### src/rtl/ab_pkg.sv
// Shared op codes and FSM state encoding for the address-bus byte slice.
package ab_pkg;

  localparam int unsigned OP_W = 4;

  // Next-address operations; any op with bit 3 clear selects 0+0+c, and 111x acts as hold.
  localparam logic [OP_W-1:0] OP_ZERO = 4'b0000;
  localparam logic [OP_W-1:0] OP_AB   = 4'b1000;
  localparam logic [OP_W-1:0] OP_ABM1 = 4'b1001;
  localparam logic [OP_W-1:0] OP_PC   = 4'b1010;
  localparam logic [OP_W-1:0] OP_DB   = 4'b1011;
  localparam logic [OP_W-1:0] OP_TMP  = 4'b1100;
  localparam logic [OP_W-1:0] OP_HOLD = 4'b1101;

  // Page-cross fixup sequencer states.
  typedef enum logic {
    ST_IDLE  = 1'b0,
    ST_FIXUP = 1'b1
  } ab_state_e;

endpackage

### src/rtl/ab_sum.sv
// Operand mux and (W+1)-bit adder producing the next address byte and its carry.
module ab_sum
  import ab_pkg::*;
#(
  parameter int unsigned W = 8
) (
  input  logic [OP_W-1:0] i_sel,
  input  logic [W-1:0]    i_ab,
  input  logic [W-1:0]    i_pc,
  input  logic [W-1:0]    i_db,
  input  logic [W-1:0]    i_tmp,
  input  logic            i_c,
  output logic [W-1:0]    o_ad,
  output logic            o_co
);

  localparam int unsigned SW = W + 1;

  logic [W-1:0]  w_a;
  logic [W-1:0]  w_b;
  logic          w_c;
  logic [SW-1:0] w_sum;

  // Select A/B operands and carry; hold and reserved ops pass AB with no carry.
  always_comb begin
    w_a = '0;
    w_b = '0;
    w_c = i_c;
    if (i_sel[3]) begin
      case (i_sel)
        OP_AB:   w_a = i_ab;
        OP_ABM1: begin
          w_a = i_ab;
          w_b = '1;
        end
        OP_PC:   w_a = i_pc;
        OP_DB:   w_a = i_db;
        OP_TMP:  w_a = i_tmp;
        default: begin
          w_a = i_ab;
          w_c = 1'b0;
        end
      endcase
    end
  end

  assign w_sum = SW'(w_a) + SW'(w_b) + SW'(w_c);
  assign o_ad  = w_sum[W-1:0];
  assign o_co  = w_sum[W];

endmodule

### src/rtl/ab_byte_unit.sv
// Address-bus byte slice: AB/PC/TMP registers plus a one-cycle page-cross fixup sequencer.
module ab_byte_unit
  import ab_pkg::*;
#(
  parameter int unsigned   W      = 8,
  parameter logic [W-1:0]  RST_AB = '1,
  parameter logic [W-1:0]  RST_PC = '0
) (
  input  logic            clk,
  input  logic            rst_n,
  input  logic            ff,
  input  logic            ci,
  input  logic [W-1:0]    db,
  input  logic [OP_W-1:0] op,
  input  logic            fix_en,
  input  logic            ld_tmp,
  input  logic            ld_pc,
  input  logic            inc_pc,
  output logic [W-1:0]    ad,
  output logic [W-1:0]    ab,
  output logic [W-1:0]    pc,
  output logic            co,
  output logic            stall
);

  ab_state_e       r_state;
  ab_state_e       w_state_nxt;
  logic [W-1:0]    r_ab;
  logic [W-1:0]    r_pc;
  logic [W-1:0]    r_tmp;
  logic [OP_W-1:0] w_sel;
  logic            w_c;
  logic [W-1:0]    w_sum_ad;
  logic            w_sum_co;

  // FSM state register; reset drops stall immediately.
  always_ff @(posedge clk or negedge rst_n) begin
    if (!rst_n) r_state <= ST_IDLE;
    else        r_state <= w_state_nxt;
  end

  // Next state and adder control: a deferred carry becomes AB+1 in the fixup cycle.
  always_comb begin
    w_state_nxt = ST_IDLE;
    w_sel       = op;
    w_c         = fix_en ? 1'b0 : ci;
    case (r_state)
      ST_IDLE: begin
        if (fix_en && ci && !ff) w_state_nxt = ST_FIXUP;
      end
      ST_FIXUP: begin
        w_sel = OP_AB;
        w_c   = 1'b1;
      end
      default: w_state_nxt = ST_IDLE;
    endcase
  end

  ab_sum #(.W(W)) u_sum (
    .i_sel (w_sel),
    .i_ab  (r_ab),
    .i_pc  (r_pc),
    .i_db  (db),
    .i_tmp (r_tmp),
    .i_c   (w_c),
    .o_ad  (w_sum_ad),
    .o_co  (w_sum_co)
  );

  // Vector fetch overrides everything.
  assign ad    = ff ? '1 : w_sum_ad;
  assign co    = ff ? 1'b0 : w_sum_co;
  assign stall = (r_state == ST_FIXUP);
  assign ab    = r_ab;
  assign pc    = r_pc;

  // AB follows AD every cycle; PC loads from the current AB; TMP captures the data bus.
  always_ff @(posedge clk or negedge rst_n) begin
    if (!rst_n) begin
      r_ab  <= RST_AB;
      r_pc  <= RST_PC;
      r_tmp <= '0;
    end else begin
      r_ab <= ad;
      if (ld_pc)  r_pc  <= r_ab + W'(inc_pc);
      if (ld_tmp) r_tmp <= db;
    end
  end

endmodule

### config.mk
export PLATFORM = sky130hd
export DESIGN_NAME = ab_byte_unit
export DESIGN_NICKNAME = d
export VERILOG_FILES = /design/src/rtl/ab_pkg.sv /design/src/rtl/ab_sum.sv /design/src/rtl/ab_byte_unit.sv
export SDC_FILE = /design/constraint.sdc
export NUM_CORES = 1
export LEC_CHECK = 0
export ABC_AREA = 1
export CAP_MARGIN = 20
export CORE_MARGIN = 5
export CORE_UTILIZATION = 53
export CTS_BUF_LIST = sky130_fd_sc_hd__clkbuf_16
export DETAILED_ROUTE_END_ITERATION = 6
export GPL_TIMING_DRIVEN = 0
export PLACE_DENSITY = 0.92
export RECOVER_POWER = 100
export SETUP_SLACK_MARGIN = 0.3
export SLEW_MARGIN = 20
export SYNTH_ARGS = -nofsm -noshare
export SYNTH_HDL_FRONTEND = slang
export SYNTH_SLANG_ARGS = --single-unit
### constraint.sdc
create_clock -name clk -period 4.5 [get_ports clk]
set_clock_uncertainty 0.05 [all_clocks]
set_input_delay 0.9 -clock clk [delete_from_list [all_inputs] [get_ports clk]]
set_output_delay 0.9 -clock clk [all_outputs]
set_load 0.01 [all_outputs]
==> flow_summary.json, run 1 <==
{
  "status": "finished clean",
  "clk_pin_slew_ns": 0.06,
  "met2_usage_pct": 44.2,
  "routed_wl_um": 6720,
  "finalHoldViolations": 0,
  "holdWs_ns": 0.464,
  "core_um2": 3340,
  "filler_cell_count": 215,
  "synth_top_cells_by_count": "53 x nand2_1, 49 x nand3_1, 24 x inv_1, 23 x nor2_1, 17 x dfrtp_1",
  "dr_total_vias": 2212,
  "gp_congestion": 0.881,
  "async_flop_share_pct": 100,
  "num_antenna_cells": 0,
  "netlist_area_um2": 1840,
  "syn-num-nets": 272,
  "gr-usage-all-layers_pct": 26.6,
  "grt_start_max_net_pins": 26,
  "yosysWarnings": 0,
  "period_share_pct": 95.0,
  "critPathKind": "input port to output port",
  "regArea_um2": 636,
  "clock_latency_ns": 0.27,
  "wl_per_cell_um": 18.5,
  "cts_buffers": 3,
  "dp_hpwl_um": 3700,
  "met1_usage_pct": 32.1,
  "ant_nets": 0,
  "cts_tree": "yes",
  "io_pins": 46,
  "viasPerCell": 6.08,
  "path_buf_inv": 5,
  "multi_input_area_um2": 1160,
  "num_rows": 21,
  "start_kind": "input port",
  "grt_overflow": 0,
  "power.total_uw": 834,
  "h-tree-depth": 1,
  "yosysTopAreaCell": "dfrtp_1",
  "worstMarginPinSlew_ns": 1.41,
  "start_util_pct": 55.2,
  "grtUsageMet3_pct": 5.02,
  "synth_top_area_share_pct": 23.1,
  "cellLeakagePower_uw": 0.00134,
  "top_usage_layer": "met2",
  "drtIter0Drc": 229,
  "synthFlopType": "dfrtp_1",
  "yosysMostFrequentCell": "nand2_1",
  "period_needed_ns": 4.27,
  "synth_area_leaders": "dfrtp_1 23%, nand3_1 13%, dfstp_2 11%",
  "critPathRequiredTime_ns": 3.55,
  "avgSynthCellArea_um2": 7.64,
  "cts-root-buf": "clkbuf_16",
  "placed_area_um2": 2330,
  "clk_path_buf_depth": 2,
  "die_w_um": 68.9,
  "syn2layout_area_growth_pct": 45.5,
  "fmax_mhz": 234,
  "antenna_found_initial": 0,
  "hold_buffers": 0,
  "arrival_ns": 3.32,
  "seq_area_frac_synth_pct": 34.5,
  "dieArea_um2": 4750,
  "path_max_fanout": 4,
  "synth.distinct_cells": 29,
  "drc": 0,
  "finalSetupViolations": 0,
  "crit_slowest_cell": "fa_2",
  "die_h_um": 68.9,
  "fin_area_um2": 2680,
  "nets": 350,
  "endpoint_kind": "output port",
  "vdd_drop_max_mv": 0.172,
  "drv_cap": 0,
  "grt_setup_unrepaired": "true",
  "grt_pass1_vias": 1983,
  "numClockSinks": 25,
  "synth_seq_cells": 25,
  "hold_class": "flip-flop to flip-flop",
  "path_cells": "dlygate4sd2_1 > inv_2 > o21ai_4 > clkbuf_1 > nand3_1 > nand2_1 > nor2_2 > nand2_1 > nand2_2 > fa_2 > inv_2 > fa_1 > nand3_1 > nand3_2 > nand2_2 > nand2_2 > nand2_1 > a21oi_2 > clkbuf_1",
  "path_delay_family": "simple AND/OR/NAND/NOR gates",
  "maxSlewHeadroom_pct": 6.02,
  "drt_first_pass_iters": 5,
  "synth_edf_count": 0,
  "cellPowerDensity_nw_per_um2": 312,
  "netlist_instances": 241,
  "grt_pass1_wl_um": 9410,
  "numPortBuffers": 44,
  "drv_slew": 0,
  "drive_above_1_share_pct": 28.6,
  "slowest_delay_ns": 0.36
}
cell usage in the layout, fill, tap and decap left out, drive strengths merged, types with 2 or more instances in the layout:
| cell type | Yosys | layout |
|---|---|---|
| nand2 | 59 | 59 |
| nand3 | 50 | 50 |
| buf | 1 | 31 |
| inv | 28 | 28 |
| nor2 | 26 | 26 |
| dlygate4sd3 | 0 | 23 |
| dfrtp | 17 | 17 |
| clkbuf | 1 | 13 |
| ha | 9 | 9 |
| o21ai | 9 | 9 |
| nand4 | 8 | 8 |
| dfstp | 8 | 8 |
| clkdlybuf4s50 | 0 | 8 |
| a21oi | 8 | 8 |
| mux2 | 7 | 7 |
| dlygate4sd2 | 0 | 2 |
| nor3 | 2 | 2 |
| fa | 2 | 2 |
routing by layer:
metal,up-vias,routed length [µm]
li1,960,-
met3,58,696
met5,-,0
met1,1002,2380
met2,192,3180
met4,0,460
cell type report:
type | instances | share of cell area (%)
clock buffer | 3 | 2.80
buffer | 2 | 0.561
tap | 46 | 2.15
timing repair buffer | 73 | 23.1
sequential | 25 | 23.7
inverter | 29 | 4.16
multi-input combinational | 185 | 43.2
clock inverter | 1 | 0.280
worst paths after layout:
check	from	endpoint	slack [ns]	cells past startpoint
max in group asynchronous	rst_n	r_tmp[7]$_DFFE_PN0P_	2.67	1
min	r_tmp[2]$_DFFE_PN0P_	r_tmp[2]$_DFFE_PN0P_	0.46	1
max reg2reg	stall$_DFF_PN0_	ab[6]$_DFF_PN1_	1.83	19
max	op[3]	co	0.23	19
min in group asynchronous	rst_n	r_tmp[2]$_DFFE_PN0P_	0.90	1
min reg2reg	r_tmp[2]$_DFFE_PN0P_	r_tmp[2]$_DFFE_PN0P_	0.46	1
flip-flops by register name (all words and copies together), names as in the netlist:
signal	cells
ab	8
stall	1
r_tmp	8
pc	8
what timing repair did:
action                                  4_1_cts  5_1_grt
buffers inserted                             21        8
pin swaps                                    19       16
resized for setup                            43       27
endpoints found under the setup margin        9        9
through the flow:
| step | setup slack [ns] | TNS (ns) | util (%) | cells |
|---|---|---|---|---|
| after detailed placement | -0.560 | -3.10 | 69.9 | 331 |
| after floorplan | 0.754 | 0 | - | 241 |
| after CTS | 0.300 | 0 | 77.4 | 356 |
| after global placement | -0.462 | -2.43 | 70.1 | 331 |
| final | 0.226 | 0 | 80.2 | 364 |
| after global routing | 0.128 | 0 | 80.2 | 364 |
where the power goes:
| group | switching [µW] | internal [µW] | leakage [µW] |
|---|---|---|---|
| clock network | 88.8 | 121 | 0.0000371 |
| logic | 176 | 151 | 0.00102 |
| registers | 32.5 | 265 | 0.000285 |
worst reg2reg max path: cells and delay by family (launching register included):
family	cells	cell delay, ns
adders and majority gates	2	0.61
buffers and inverters	3	0.34
DFF	1	0.44
and+or+nand+nor	14	1.15
kinds of logic after synthesis:
group / Yosys count / share of synthesized area [%]
adder cells (fa/ha/maj): 11 / 8.29
flip-flops: 25 / 34.5
XOR/XNOR: 2 / 0.952
AND/OR/NAND/NOR: 146 / 38.4
buffers and inverters: 31 / 6.87
multiplexers: 7 / 4.28
AO/OA/AOI/OAI: 19 / 6.66
(Power assumes the default switching activity.)
==> run 2, diff against run 1 <==
--- a/config.mk
+++ b/config.mk
@@ -8,11 +8,12 @@
 export ABC_AREA = 1
 export CAP_MARGIN = 20
 export CORE_MARGIN = 5
-export CORE_UTILIZATION = 53
+export CORE_UTILIZATION = 60
 export CTS_BUF_LIST = sky130_fd_sc_hd__clkbuf_16
 export DETAILED_ROUTE_END_ITERATION = 6
+export DONT_BUFFER_PORTS = 1
 export GPL_TIMING_DRIVEN = 0
-export PLACE_DENSITY = 0.92
+export PLACE_DENSITY = 0.83
 export RECOVER_POWER = 100
 export SETUP_SLACK_MARGIN = 0.3
 export SLEW_MARGIN = 20
==> flow_summary.json, run 2 (synthesis gave the netlist of run 1 again) <==
{
  "status": "finished clean",
  "viasPerCell": 5.80,
  "gr-usage-all-layers_pct": 21.4,
  "endpoint_kind": "output port",
  "grt_overflow": 0,
  "grt_start_max_net_pins": 26,
  "place_ws_ns": 0.502,
  "numPortBuffers": 0,
  "core_um2": 3000,
  "post-route-util_pct": 65.9,
  "dp_hpwl_um": 3310,
  "power.total_uw": 677,
  "drv_slew": 0,
  "drc": 0,
  "nets": 279,
  "grt_pass1_vias": 1505,
  "ant_nets": 0,
  "layout_common_cells": "53 x nand2_1, 49 x nand3_1, 27 x inv_1",
  "start_util_pct": 61.3,
  "holdWs_ns": 0.281,
  "grt_setup_unrepaired": "false",
  "maxSlewHeadroom_pct": 64.0,
  "dieArea_um2": 4280,
  "wl_per_cell_um": 15.2,
  "hold_class": "input port to asynchronous set/reset pin",
  "clock_latency_ns": 0.26,
  "switching_share_pct": 34.4,
  "cellLeakagePower_uw": 0.00103,
  "hold_buffers": 0,
  "period_needed_ns": 4.08,
  "crit_start": "op[3]",
  "worstMarginPinSlew_ns": 0.534,
  "die_h_um": 65.4,
  "dr_total_vias": 1623,
  "grt_pass1_wl_um": 7130,
  "r2r_cells": 18,
  "drtIter0Drc": 96,
  "drive_above_1_share_pct": 11.7,
  "final_common_cell": "nand2_1",
  "gp_congestion": 0.923,
  "num_rows": 20,
  "vdd_drop_max_mv": 0.149,
  "setup_ws_ns": 0.420,
  "cts-root-buf": "clkbuf_16",
  "num_antenna_cells": 0,
  "die_w_um": 65.4,
  "cts_buffers": 3,
  "combPwrFrac_pct": 25.0,
  "clk_pin_slew_ns": 0.06,
  "path_max_fanout": 9,
  "io_pins": 46,
  "drv_cap": 0,
  "fmax_mhz": 245,
  "p_clk_share_pct": 29.2,
  "h-tree-depth": 1,
  "numClockSinks": 25,
  "antenna_found_initial": 0,
  "power_switching_uw": 233,
  "finalHoldViolations": 0,
  "drt_first_pass_iters": 4,
  "syn2layout_area_growth_pct": 7.55,
  "start_kind": "input port",
  "finalSetupViolations": 0,
  "finalSetupTns_ns": 0,
  "critPathKind": "input port to output port",
  "cellPowerDensity_nw_per_um2": 342,
  "cell_internal_pwr_uw": 444,
  "period_share_pct": 90.7,
  "r2r-start": "stall$_DFF_PN0_",
  "p_seq_share_pct": 45.7,
  "critPathRequiredTime_ns": 3.55,
  "routed_wl_um": 4250,
  "clk_path_buf_depth": 2,
  "arrival_ns": 3.13,
  "cts_tree": "yes"
}
[run 2: critical path: stages]
cell and delay, ns:
inv_1 0.17, o21ai_4 0.15, nand2_4 0.13, inv_1 0.08, nor2_4 0.18, nand2_1 0.07, nand2_1 0.06, nand2_1 0.07
fa_1 0.40, inv_1 0.10, fa_1 0.22, nand3_1 0.10, nand3_1 0.11, nand2_1 0.08, nand2_1 0.08, nand2_1 0.06
a21oi_2 0.18
[run 2: area by class of cell]
type / instances / area (µm²)
tap: 33 / 41.3
multi-input combinational: 185 / 1080
fill: 274 / 1020
sequential: 25 / 636
timing repair buffer: 2 / 15.0
buffer: 2 / 15.0
clock inverter: 1 / 3.75
inverter: 29 / 111
clock buffer: 3 / 75.1
[run 2: what timing repair did]
action / 4_1_cts / 5_1_grt
gates resized for setup: 0 / 1
buffers inserted: 0 / 2
endpoints found under the setup margin: 0 / 1
[run 2: layer usage]
metal / global-route usage [%] / vias to the layer above / routed length (µm)
li1: - / 813 / -
met4: 6.74 / 0 / 42
met1: 29.0 / 747 / 1850
met3: 5.81 / 4 / 389
met5: 0 / - / 0
met2: 33.4 / 59 / 1970
[run 2: per-stage QoR]
step           area (µm²)  instances
2_1_floorplan        1840        241
3_3_place_gp         1880        274
3_5_place_dp         1880        274
4_1_cts              1960        278
5_1_grt              1980        280
6_report             1980        280
[run 2: final timing paths]
path	endpoint	slack [ns]
setup / recovery	co	0.42
min in group clk	r_tmp[1]$_DFFE_PN0P_	0.46
hold reg to reg	r_tmp[1]$_DFFE_PN0P_	0.46
hold / removal	pc[5]$_DFFE_PN0P_	0.28
max in group asynchronous	ab[2]$_DFF_PN1_	3.95
setup reg to reg	ab[6]$_DFF_PN1_	1.68
[run 2: power by group through the flow]
stage | Combinational [µW] | Sequential [µW] | Clock, µW
after floorplan | 140 | 301 | 0
after global placement | 164 | 318 | 0
after detailed placement | 166 | 317 | 0
after CTS | 167 | 314 | 200
after global routing | 195 | 314 | 210
final | 169 | 310 | 198
